--- src/rtl/tt_um_jleugeri_ttt_event_router_if.sv ---
// Connection-table write bus for the TTT event router.
// The master drives one table entry per cfg_we strobe; the router is the slave.
interface tt_um_jleugeri_ttt_event_router_if #(
    parameter int IDX_BITS = 4
) ();
    logic                cfg_we;
    logic [IDX_BITS-1:0] cfg_src;
    logic [IDX_BITS-1:0] cfg_first;
    logic [IDX_BITS-1:0] cfg_last;
    logic                cfg_bad;

    modport master (
        output cfg_we,
        output cfg_src,
        output cfg_first,
        output cfg_last,
        output cfg_bad
    );

    modport slave (
        input cfg_we,
        input cfg_src,
        input cfg_first,
        input cfg_last,
        input cfg_bad
    );
endinterface

--- src/rtl/tt_um_jleugeri_ttt_event_router.sv ---
// TTT event router: latches start/stop events from NUM_PROCESSORS token
// processors, and on each go scans every source and adds its signed net
// event (+1 start, -1 stop) into a programmable contiguous range of target
// accumulators (good or bad). done pulses once the accumulators are final.
// Optional build macro TTT_ROUTER_SATURATE_EN: clamp on overflow and raise
// sat_flag_o; without it the accumulators wrap and sat_flag_o is 0.
module tt_um_jleugeri_ttt_event_router #(
    parameter int NUM_PROCESSORS  = 10,
    parameter int NEW_TOKENS_BITS = 4,
    parameter int IDX_BITS        = $clog2(NUM_PROCESSORS)
) (
    input  logic                                      clk,
    input  logic                                      rst_n,
    input  logic [2*NUM_PROCESSORS-1:0]               tstartstop_i,
    input  logic                                      go_i,
    tt_um_jleugeri_ttt_event_router_if.slave          cfg,
    output logic [NUM_PROCESSORS*NEW_TOKENS_BITS-1:0] new_good_tokens_o,
    output logic [NUM_PROCESSORS*NEW_TOKENS_BITS-1:0] new_bad_tokens_o,
    output logic                                      busy_o,
    output logic                                      done_o,
    output logic                                      sat_flag_o
);
    localparam int N = NUM_PROCESSORS;
    localparam int W = NEW_TOKENS_BITS;
    localparam logic [IDX_BITS-1:0] LAST_IDX = IDX_BITS'(N - 1);
    localparam logic [IDX_BITS:0]   N_EXT    = (IDX_BITS + 1)'(N);

    typedef enum logic [1:0] {
        ST_IDLE    = 2'd0,
        ST_SCAN    = 2'd1,
        ST_DELIVER = 2'd2,
        ST_DONE    = 2'd3
    } state_t;

    state_t              state_q, state_d;
    logic [IDX_BITS-1:0] src_q, src_d;
    logic [IDX_BITS-1:0] tgt_q, tgt_d;

    logic [N-1:0] pend_start_q, pend_stop_q;
    logic [N-1:0] snap_start_q, snap_stop_q;
    logic [N-1:0] ev_start, ev_stop;

    logic [N-1:0]        tbl_valid_q;
    logic [N-1:0]        tbl_bad_q;
    logic [IDX_BITS-1:0] tbl_first_q [N];
    logic [IDX_BITS-1:0] tbl_last_q  [N];

    logic signed [W-1:0] acc_good_q [N];
    logic signed [W-1:0] acc_bad_q  [N];

    logic                start_round;
    logic                cfg_accept;
    logic                cfg_entry_ok;
    logic                deliver_en;
    logic                cur_start, cur_stop, cur_valid, cur_bad;
    logic [IDX_BITS-1:0] cur_first, cur_last;
    logic                net_nz;
    logic signed [W-1:0] net_val;

    // Split the interleaved start/stop pulse bus per source.
    for (genvar gi = 0; gi < N; gi++) begin : g_split
        assign ev_start[gi] = tstartstop_i[2*gi];
        assign ev_stop[gi]  = tstartstop_i[2*gi+1];
    end

    // Round start and table-write qualification; go has priority over a write.
    always_comb begin
        start_round  = (state_q == ST_IDLE) && go_i;
        cfg_accept   = (state_q == ST_IDLE) && !go_i && cfg.cfg_we &&
                       ({1'b0, cfg.cfg_src} < N_EXT);
        cfg_entry_ok = (cfg.cfg_first <= cfg.cfg_last) &&
                       ({1'b0, cfg.cfg_last} < N_EXT);
        deliver_en   = (state_q == ST_DELIVER);
    end

    // Current source's snapshot event and table entry; src_q is stable across
    // its DELIVER cycles, so the net value is simply recomputed each cycle.
    always_comb begin
        cur_start = snap_start_q[src_q];
        cur_stop  = snap_stop_q[src_q];
        cur_valid = tbl_valid_q[src_q];
        cur_bad   = tbl_bad_q[src_q];
        cur_first = tbl_first_q[src_q];
        cur_last  = tbl_last_q[src_q];
        net_nz    = cur_start ^ cur_stop;
        if (!net_nz) begin
            net_val = '0;
        end else if (cur_stop) begin
            net_val = '1;
        end else begin
            net_val = W'(1);
        end
    end

    // Next-state logic: scan one source per cycle, deliver one target per cycle.
    always_comb begin
        state_d = state_q;
        src_d   = src_q;
        tgt_d   = tgt_q;
        case (state_q)
            ST_IDLE: begin
                if (go_i) begin
                    state_d = ST_SCAN;
                    src_d   = '0;
                end
            end
            ST_SCAN: begin
                if (net_nz && cur_valid) begin
                    tgt_d   = cur_first;
                    state_d = ST_DELIVER;
                end else if (src_q == LAST_IDX) begin
                    state_d = ST_DONE;
                end else begin
                    src_d = src_q + IDX_BITS'(1);
                end
            end
            ST_DELIVER: begin
                if (tgt_q == cur_last) begin
                    if (src_q == LAST_IDX) begin
                        state_d = ST_DONE;
                    end else begin
                        src_d   = src_q + IDX_BITS'(1);
                        state_d = ST_SCAN;
                    end
                end else begin
                    tgt_d = tgt_q + IDX_BITS'(1);
                end
            end
            ST_DONE: begin
                state_d = ST_IDLE;
            end
            default: begin
                state_d = ST_IDLE;
            end
        endcase
    end

    // FSM state and scan/deliver pointers.
    always_ff @(posedge clk or negedge rst_n) begin
        if (!rst_n) begin
            state_q <= ST_IDLE;
            src_q   <= '0;
            tgt_q   <= '0;
        end else begin
            state_q <= state_d;
            src_q   <= src_d;
            tgt_q   <= tgt_d;
        end
    end

    // Pending capture; a round snapshots pending and restarts it from the
    // pulses of the go cycle so in-round events carry into the next round.
    always_ff @(posedge clk or negedge rst_n) begin
        if (!rst_n) begin
            pend_start_q <= '0;
            pend_stop_q  <= '0;
            snap_start_q <= '0;
            snap_stop_q  <= '0;
        end else if (start_round) begin
            snap_start_q <= pend_start_q;
            snap_stop_q  <= pend_stop_q;
            pend_start_q <= ev_start;
            pend_stop_q  <= ev_stop;
        end else begin
            pend_start_q <= pend_start_q | ev_start;
            pend_stop_q  <= pend_stop_q | ev_stop;
        end
    end

    // Connection table entries, one writable slot per source.
    for (genvar gi = 0; gi < N; gi++) begin : g_tbl
        always_ff @(posedge clk or negedge rst_n) begin
            if (!rst_n) begin
                tbl_valid_q[gi] <= 1'b0;
                tbl_bad_q[gi]   <= 1'b0;
                tbl_first_q[gi] <= '0;
                tbl_last_q[gi]  <= '0;
            end else if (cfg_accept && (cfg.cfg_src == IDX_BITS'(gi))) begin
                tbl_valid_q[gi] <= cfg_entry_ok;
                tbl_bad_q[gi]   <= cfg.cfg_bad;
                tbl_first_q[gi] <= cfg.cfg_first;
                tbl_last_q[gi]  <= cfg.cfg_last;
            end
        end
    end

`ifdef TTT_ROUTER_SATURATE_EN
    localparam logic signed [W-1:0] ACC_MAX = {1'b0, {(W-1){1'b1}}};
    localparam logic signed [W-1:0] ACC_MIN = {1'b1, {(W-1){1'b0}}};

    logic [N-1:0] hit_ovf;
    logic         sat_q;
`endif

    // Per-target accumulators: cleared at round start, updated when addressed.
    for (genvar gi = 0; gi < N; gi++) begin : g_acc
        logic hit;
        logic signed [W-1:0] res_good, res_bad;

        assign hit = deliver_en && (tgt_q == IDX_BITS'(gi));

`ifdef TTT_ROUTER_SATURATE_EN
        logic [W:0] sum_good, sum_bad;
        logic       ovf_good, ovf_bad;

        // Add in one extra bit and clamp when the sign bits disagree.
        always_comb begin
            sum_good = {acc_good_q[gi][W-1], acc_good_q[gi]} + {net_val[W-1], net_val};
            sum_bad  = {acc_bad_q[gi][W-1], acc_bad_q[gi]} + {net_val[W-1], net_val};
            ovf_good = sum_good[W] ^ sum_good[W-1];
            ovf_bad  = sum_bad[W] ^ sum_bad[W-1];
            res_good = ovf_good ? (sum_good[W] ? ACC_MIN : ACC_MAX) : sum_good[W-1:0];
            res_bad  = ovf_bad  ? (sum_bad[W]  ? ACC_MIN : ACC_MAX) : sum_bad[W-1:0];
        end

        assign hit_ovf[gi] = hit && (cur_bad ? ovf_bad : ovf_good);
`else
        // Plain two's-complement wrap.
        always_comb begin
            res_good = acc_good_q[gi] + net_val;
            res_bad  = acc_bad_q[gi] + net_val;
        end
`endif

        // Accumulator registers for target gi.
        always_ff @(posedge clk or negedge rst_n) begin
            if (!rst_n) begin
                acc_good_q[gi] <= '0;
                acc_bad_q[gi]  <= '0;
            end else if (start_round) begin
                acc_good_q[gi] <= '0;
                acc_bad_q[gi]  <= '0;
            end else if (hit) begin
                if (cur_bad) begin
                    acc_bad_q[gi] <= res_bad;
                end else begin
                    acc_good_q[gi] <= res_good;
                end
            end
        end

        assign new_good_tokens_o[gi*W +: W] = acc_good_q[gi];
        assign new_bad_tokens_o[gi*W +: W]  = acc_bad_q[gi];
    end

`ifdef TTT_ROUTER_SATURATE_EN
    // Saturation flag: cleared by a new round, set by any clamped add.
    always_ff @(posedge clk or negedge rst_n) begin
        if (!rst_n) begin
            sat_q <= 1'b0;
        end else if (start_round) begin
            sat_q <= 1'b0;
        end else if (|hit_ovf) begin
            sat_q <= 1'b1;
        end
    end

    assign sat_flag_o = sat_q;
`else
    assign sat_flag_o = 1'b0;
`endif

    assign busy_o = (state_q != ST_IDLE);
    assign done_o = (state_q == ST_DONE);

endmodule
--- src/flat_wrapper.sv ---
// flat-port wrapper written by rule: the top's interface ports become plain ports
module tt_um_jleugeri_ttt_event_router_flat 
#(
    parameter int NUM_PROCESSORS  = 10,
    parameter int NEW_TOKENS_BITS = 4,
    parameter int IDX_BITS        = $clog2(NUM_PROCESSORS)
)
  (clk, rst_n, tstartstop_i, go_i, new_good_tokens_o, new_bad_tokens_o, busy_o, done_o, sat_flag_o, cfg_cfg_we, cfg_cfg_src, cfg_cfg_first, cfg_cfg_last, cfg_cfg_bad);
  tt_um_jleugeri_ttt_event_router_if #(.IDX_BITS(IDX_BITS)) cfg_i ();
  input  logic clk;
  input  logic rst_n;
  input  logic [2*NUM_PROCESSORS-1:0] tstartstop_i;
  input  logic go_i;
  output logic [NUM_PROCESSORS*NEW_TOKENS_BITS-1:0] new_good_tokens_o;
  output logic [NUM_PROCESSORS*NEW_TOKENS_BITS-1:0] new_bad_tokens_o;
  output logic busy_o;
  output logic done_o;
  output logic sat_flag_o;
  input wire logic [$bits(cfg_i.cfg_we)-1:0] cfg_cfg_we;
  input wire logic [$bits(cfg_i.cfg_src)-1:0] cfg_cfg_src;
  input wire logic [$bits(cfg_i.cfg_first)-1:0] cfg_cfg_first;
  input wire logic [$bits(cfg_i.cfg_last)-1:0] cfg_cfg_last;
  input wire logic [$bits(cfg_i.cfg_bad)-1:0] cfg_cfg_bad;
  assign cfg_i.cfg_we = cfg_cfg_we;
  assign cfg_i.cfg_src = cfg_cfg_src;
  assign cfg_i.cfg_first = cfg_cfg_first;
  assign cfg_i.cfg_last = cfg_cfg_last;
  assign cfg_i.cfg_bad = cfg_cfg_bad;
  tt_um_jleugeri_ttt_event_router #(.NUM_PROCESSORS(NUM_PROCESSORS), .NEW_TOKENS_BITS(NEW_TOKENS_BITS), .IDX_BITS(IDX_BITS)) u_core (.clk(clk), .rst_n(rst_n), .tstartstop_i(tstartstop_i), .go_i(go_i), .cfg(cfg_i), .new_good_tokens_o(new_good_tokens_o), .new_bad_tokens_o(new_bad_tokens_o), .busy_o(busy_o), .done_o(done_o), .sat_flag_o(sat_flag_o));
endmodule
--- config.mk ---
export PLATFORM = sky130hd
export DESIGN_NAME = tt_um_jleugeri_ttt_event_router_flat
export DESIGN_NICKNAME = d
export VERILOG_FILES = /design/src/rtl/tt_um_jleugeri_ttt_event_router_if.sv /design/src/rtl/tt_um_jleugeri_ttt_event_router.sv /design/src/flat_wrapper.sv
export SDC_FILE = /design/constraint.sdc
export NUM_CORES = 1
export LEC_CHECK = 0
export ABC_CLOCK_PERIOD_IN_PS = 16300
export BUFFER_PORTS_ARGS = -buffer_cell sky130_fd_sc_hd__buf_2
export CAP_MARGIN = 10
export CORE_UTILIZATION = 32
export CTS_BUF_LIST = sky130_fd_sc_hd__clkbuf_8
export DETAILED_ROUTE_END_ITERATION = 16
export GPL_ROUTABILITY_DRIVEN = 1
export PLACE_DENSITY = 0.54
export RECOVER_POWER = 100
export SYNTH_ARGS = -nofsm -noshare
export SYNTH_HDL_FRONTEND = slang
export SYNTH_SLANG_ARGS = --single-unit
export TNS_END_PERCENT = 20
--- constraint.sdc ---
create_clock -name clk -period 16.3 [get_ports clk]
set_input_delay 3.26 -clock clk [delete_from_list [all_inputs] [get_ports clk]]
set_output_delay 3.26 -clock clk [all_outputs]
set_load 0.01 [all_outputs]
==> impl_metrics.yaml, run 1 <==
run_status:
  status: "finished, violations left"
  violations: "capacitance limit, slew limit"
clock_tree:
  cts_tree: "done"
  cts_buffers: 44
  cts-resized-gates: 0
  cts_setup_buffers: 0
  cts.clk_slew.worst_paths_ps: 60
  clk_latency_ps: 600
  cts-hold-fix-buffers: 0
  cts_max_level: 2
  root_buffer: "clkbuf_8"
  clockBufferDepth: 3
  cts.sinks: 230
drt:
  vias: 8582
  vias_per_cell: 4.93
  dr.pass1.iters: 4
  routed_wl_mm: 30.1
  drc: 0
  drtAntennaViolNets: 0
  routedWlPerCell_um: 17.3
  drt_iter0_drc: 301
global_route:
  grt_overflow: 0
  grt_pass1_wl_mm: 48.2
  grt_usage: 0.157
  antenna_found_initial: 0
  grt_pass1_vias: 8586
  grt_max_degree: 96
sta:
  final-setup-viol-count: 0
  fin_tns_setup_ps: 0
  slew_headroom: -2.52
  fin_crit_sh: 0.468
  finalCriticalPeriod_ps: 7630
  hold_viol: 0
  rsz0062_at_grt: "false"
  max_freq_mhz: 131
  worst_pin_slew_ps: 5280
  skew_ps: 26.2
  drv_slew: 197
pwr:
  power.switching_mw: 1.00
  cell_internal_pwr_mw: 1.44
  seqPwrFrac: 0.319
  swShare: 0.411
  p_clk_frac: 0.226
  ir_drop_uv: 160
  pwr-share-comb: 0.455
  pwr_density_cell_nw_per_um2: 172
  power.leakage_nw: 6.94
  p_total_mw: 2.44
synth:
  ys_seq_elements: 230
  synth.yosys.seq_area_share: 0.464
  syn_nets: 1213
  netlist_area_um2: 12400
  postSynthAreaPerCell_um2: 11.5
  synthCells: 1080
  yosysTopAreaCellShare: 0.464
  synth.most_common_cell: "dfrtp_1"
  synth_warnings: 0
  ys_top_cells_by_area: "dfrtp_1 (46%), mux2_2 (8.5%), ha_1 (7.7%)"
  ys.flop_type: "dfrtp_1"
  async_reset_ff_frac: 1.00
  synth_area_leader_cell: "dfrtp_1"
  synth_edf_count: 0
  synthDistinctLibCells: 60
  netlist_top_cells_count: "dfrtp_1 (230), nand2_1 (116), mux2_2 (94), nor2_1 (93), ha_1 (76)"
setup_path:
  max_stage_delay_ps: 3610
  critical_path_buf_inv_count: 2
  cp_slowest_cell: "clkbuf_1"
  path_max_fanout: 95
  cp_top_family: "buffers and inverters"
  critPathRequiredTime_ps: 16880
  critPathArrivalTime_ps: 8200
  path_cells: "clkbuf_1 -> buf_4"
  worstSetupStartpointType: "primary input"
  path_class: "primary input to async pin"
  cp-end-kind: "async pin"
layout:
  diodes: 0
  finalNetCount: 1334
  areaGrowthSynthToFinish_pct: 14.2
  drive_above_1_share: 0.180
  num-fill-cells: 3823
  post-route-util: 0.374
die:
  core_area_um2: 37900
  die-area_um2: 39600
  rows: 71
  num_io_pins: 120
  start_util: 0.327
  die_width_um: 199
  fp.dieH_um: 199
place:
  gp_congestion: 0.744
  place.port_buffers: 118
  dp_hpwl_mm: 20.0
min_path:
  hp-class: "register to register"
flow_run:
  max_cap_violations: 4
==> per-stage QoR <==
step | hold slack [ps] | cell area [µm²] | setup WS [ps] | cells
after floorplan | 439 | 12400 | 11050 | 1080
after global placement | 454 | 13500 | 10790 | 1666
after detailed placement | 458 | 13500 | 10720 | 1666
after CTS | 474 | 14400 | 11300 | 1742
after global routing | 493 | 14200 | 7640 | 1742
final | 469 | 14200 | 8670 | 1742
==> flip-flops by register name, summed over array words and instances, names as in the netlist <==
name	flops
u_core.new_bad_tokens_o	40
u_core.new_good_tokens_o	40
u_core.pend_start_q	10
u_core.pend_stop_q	10
u_core.snap_start_q	10
u_core.snap_stop_q	10
u_core.src_q	4
u_core.state_q	2
u_core.tbl_bad_q	10
u_core.tbl_first_q	40
u_core.tbl_last_q	40
u_core.tbl_valid_q	10
u_core.tgt_q	4
==> cell type report <==
type | instances | area, µm² | area share
inverter | 16 | 60.1 | 0.00423
clock inverter | 22 | 103 | 0.00723
clock buffer | 54 | 743 | 0.0524
multi-input combinational | 778 | 6330 | 0.446
sequential | 230 | 5760 | 0.406
tap | 511 | 639 | 0.0451
timing repair buffer | 131 | 559 | 0.0394
==> power by group through the flow <==
stage	Sequential [mW]	Clock (mW)	Combinational (mW)
2_1_floorplan	0.763	0	0.864
3_3_place_gp	0.784	0	1.12
3_5_place_dp	0.788	0	1.15
4_1_cts	0.779	0.577	1.16
5_1_grt	0.796	0.602	1.27
6_report	0.779	0.553	1.11
==> per-layer routing <==
metal / track usage / vias up / share of wire
li1: - / 4074 / -
met2: 0.241 / 181 / 0.45
met1: 0.217 / 4284 / 0.49
met5: 0 / - / 0
met3: 0.0331 / 43 / 0.048
met4: 0.0553 / 0 / 0.021
==> worst paths after layout <==
path	from	to	slack, ps	depth (start not counted)
hold / removal	u_core.snap_start_q[6]$_DFFE_PN0P_	u_core.snap_start_q[6]$_DFFE_PN0P_	470	2
max in group clk	u_core.src_q[0]$_DFFE_PN0P_	u_core.new_good_tokens_o[3]$_DFFE_PN0P_	10170	6
hold reg to reg	u_core.snap_start_q[6]$_DFFE_PN0P_	u_core.snap_start_q[6]$_DFFE_PN0P_	470	2
setup reg to reg	u_core.src_q[0]$_DFFE_PN0P_	u_core.new_good_tokens_o[3]$_DFFE_PN0P_	10170	6
setup / recovery	rst_n	u_core.new_good_tokens_o[16]$_DFFE_PN0P_	8670	2
min in group asynchronous	rst_n	u_core.new_good_tokens_o[31]$_DFFE_PN0P_	4560	1
==> logic make-up (layout without fill, tap and decap cells) <==
kind of cell    Yosys count  count (layout)  synth area share
compound gates          161             161            0.0865
xor+xnor                 54              54            0.0381
other cells               1               1          0.000302
simple gates            292             292             0.106
buf+inv                  72             223            0.0250
mux                     174             174             0.172
fa+ha+maj                96              96             0.109
flops                   230             230             0.464
==> placed cells by master (no fill, tap or decap), types with 33 or more instances in the layout <==
master / netlist / routed
dfrtp_1: 230 / 230
nand2_1: 116 / 116
mux2_2: 94 / 94
nor2_1: 93 / 93
clkbuf_1: 35 / 91
ha_1: 76 / 75
mux2i_1: 58 / 58
clkbuf_8: 0 / 54
a21oi_1: 43 / 43
a21o_1: 41 / 41
buf_2: 8 / 33
No activity file was read; power rests on OpenSTA's default activity.
==> run 2: changes to the inputs <==
--- a/config.mk
+++ b/config.mk
@@ -5,7 +5,7 @@
 export SDC_FILE = /design/constraint.sdc
 export NUM_CORES = 1
 export LEC_CHECK = 0
-export ABC_CLOCK_PERIOD_IN_PS = 16300
+export ABC_CLOCK_PERIOD_IN_PS = 7180
 export BUFFER_PORTS_ARGS = -buffer_cell sky130_fd_sc_hd__buf_2
 export CAP_MARGIN = 10
 export CORE_UTILIZATION = 32
==> constraint.sdc (replaced) <==
create_clock -name clk -period 7.18 [get_ports clk]
set_input_delay 1.436 -clock clk [delete_from_list [all_inputs] [get_ports clk]]
set_output_delay 1.436 -clock clk [all_outputs]
set_load 0.01 [all_outputs]
==> impl_metrics.yaml, run 2 (synthesized netlist as in run 1, its figures left out) <==
die:
  start_util: 0.327
  rows: 71
  die-area_um2: 39600
  die_width_um: 199
  num_io_pins: 120
  fp.dieH_um: 199
  core_area_um2: 37900
setup_path:
  critPathArrivalTime_ps: 5890
  critPathRequiredTime_ps: 7650
  r2r_setup_slack_ps: 1760
  reg2reg_depth: 11
  cp_slowest_cell: "clkbuf_1"
  cp-end-kind: "register"
  rr_startpoint: "u_core.src_q[0]$_DFFE_PN0P_"
  path_class: "register to register"
  rr_endpoint: "u_core.new_good_tokens_o[15]$_DFFE_PN0P_"
  crit_top_cell: "a21oi_1"
  max_stage_delay_ps: 1100
  path_cells: "buf_4 -> mux4_2 -> a2bb2oi_1 -> ha_4 -> clkbuf_1 -> ha_1 -> a21o_1 -> a21oi_1 -> xor2_1 -> or3_1 -> a21oi_1"
  path_max_fanout: 57
  worstSetupStartpointType: "register"
pwr:
  swShare: 0.407
  pwr_density_cell_nw_per_um2: 388
  power.leakage_nw: 6.91
  pwr-share-comb: 0.455
  ir_drop_uv: 261
  seqPwrFrac: 0.321
  power.switching_mw: 2.23
  p_total_mw: 5.48
  p_clk_frac: 0.224
  cell_internal_pwr_mw: 3.25
sta:
  worst_pin_slew_ps: 3230
  finalCriticalPeriod_ps: 5420
  max_freq_mhz: 184
  hold_viol: 0
  drv_slew: 225
  slew_headroom: -1.18
  final-setup-viol-count: 0
  fin_tns_setup_ps: 0
  fin_crit_sh: 0.755
  rsz0062_at_grt: "false"
  skew_ps: 32.6
layout:
  layout.cells.non_filler: 1735
  final_common_cell: "dfrtp_1"
  areaGrowthSynthToFinish_pct: 13.9
  diodes: 0
  finalNetCount: 1334
  drive_above_1_share: 0.176
  mostFrequentLayoutCells: "dfrtp_1 (230), nand2_1 (116), mux2_2 (94)"
drt:
  drt_iter0_drc: 502
  routedWlPerCell_um: 17.0
  routed_wl_mm: 29.5
  vias_per_cell: 4.89
  drtAntennaViolNets: 0
  dr.pass1.iters: 4
  vias: 8485
  drc: 0
flow_run:
  max_cap_violations: 5
global_route:
  grt_use_met2: 0.237
  grt_pass1_vias: 8588
  grt_overflow: 0
  grt_usage: 0.156
  grt_pass1_wl_mm: 48.6
  grt_use_met1: 0.223
  use_met3: 0.0334
  grt.busiest_layer: "met2"
  grt_max_degree: 118
  antenna_found_initial: 1
clock_tree:
  cts_max_level: 2
  cts-hold-fix-buffers: 0
  root_buffer: "clkbuf_8"
  cts-resized-gates: 0
  cts_buffers: 43
  cts.sinks: 230
  clockBufferDepth: 3
  cts_tree: "done"
  cts_setup_buffers: 0
  cts.clk_slew.worst_paths_ps: 60
  clk_latency_ps: 580
min_path:
  hp-class: "register to register"
  min_from: "u_core.pend_stop_q[8]$_DFF_PN0_"
  hold_end: "u_core.snap_stop_q[8]$_DFFE_PN0P_"
  holdPathStages: 2
place:
  place.port_buffers: 118
  dp_hpwl_mm: 19.6
  placedCellCount: 1667
  gp_congestion: 0.725
run_status:
  violations: "capacitance limit, slew limit"
  status: "finished, violations left"
[run 2: final cells by class]
type,count,area [µm²]
clock inverter,17,109
timing repair buffer,132,566
sequential,230,5760
fill,3828,23800
clock buffer,51,702
multi-input combinational,778,6310
inverter,16,60.1
tap,511,639
[run 2: critical path, delay by kind of cell, from the launching register on]
family                   cells  cell delay [ps]
buffers and inverters        2             1730
AO/OA/AOI/OAI                4              770
XOR/XNOR                     1               90
adder cells (fa/ha/maj)      2             1190
multiplexers                 1              590
flip-flops                   1              520
AND/OR/NAND/NOR              1              390
[run 2: metal layers]
layer | vias to the layer above | share of wire
met3 | 45 | 0.053
met5 | - | 0.00034
met4 | 2 | 0.018
met1 | 4211 | 0.48
met2 | 156 | 0.44
li1 | 4071 | -
[run 2: worst max-delay path by stage]
stage / to / startpoint / slack, ps / depth (start not counted)
finish: u_core.new_good_tokens_o[15]$_DFFE_PN0P_ / u_core.src_q[0]$_DFFE_PN0P_ / 1760 / 11
detailed placement: u_core.new_good_tokens_o[15]$_DFFE_PN0P_ / u_core.src_q[0]$_DFFE_PN0P_ / 2660 / 11
floorplan: u_core.new_good_tokens_o[11]$_DFFE_PN0P_ / u_core.src_q[0]$_DFFE_PN0P_ / 1930 / 14
global placement: u_core.new_good_tokens_o[15]$_DFFE_PN0P_ / u_core.src_q[0]$_DFFE_PN0P_ / 2720 / 11
CTS: u_core.new_good_tokens_o[15]$_DFFE_PN0P_ / u_core.src_q[0]$_DFFE_PN0P_ / 2610 / 11
global route: u_core.new_bad_tokens_o[19]$_DFFE_PN0P_ / u_core.src_q[0]$_DFFE_PN0P_ / 1310 / 12
[run 2: per-stage QoR]
| step | utilization | hold slack [ps] | cell area (µm²) | setup WS [ps] |
|---|---|---|---|---|
| 6_report | 0.373 | 468 | 14100 | 1760 |
| 5_1_grt | 0.373 | 488 | 14100 | 1310 |
| 4_1_cts | 0.378 | 472 | 14300 | 2610 |
| 3_5_place_dp | 0.357 | 459 | 13500 | 2660 |
| 3_3_place_gp | 0.357 | 455 | 13500 | 2720 |
| 2_1_floorplan | - | 439 | 12400 | 1930 |
[run 2: power groups by stage]
| stage | clock (mW) | sequential [mW] | combinational, mW |
|---|---|---|---|
| after floorplan | 0 | 1.73 | 1.96 |
| after global placement | 0 | 1.78 | 2.53 |
| after CTS | 1.28 | 1.76 | 2.60 |
| final | 1.23 | 1.76 | 2.50 |
| after detailed placement | 0 | 1.78 | 2.59 |
| after global routing | 1.34 | 1.81 | 2.89 |
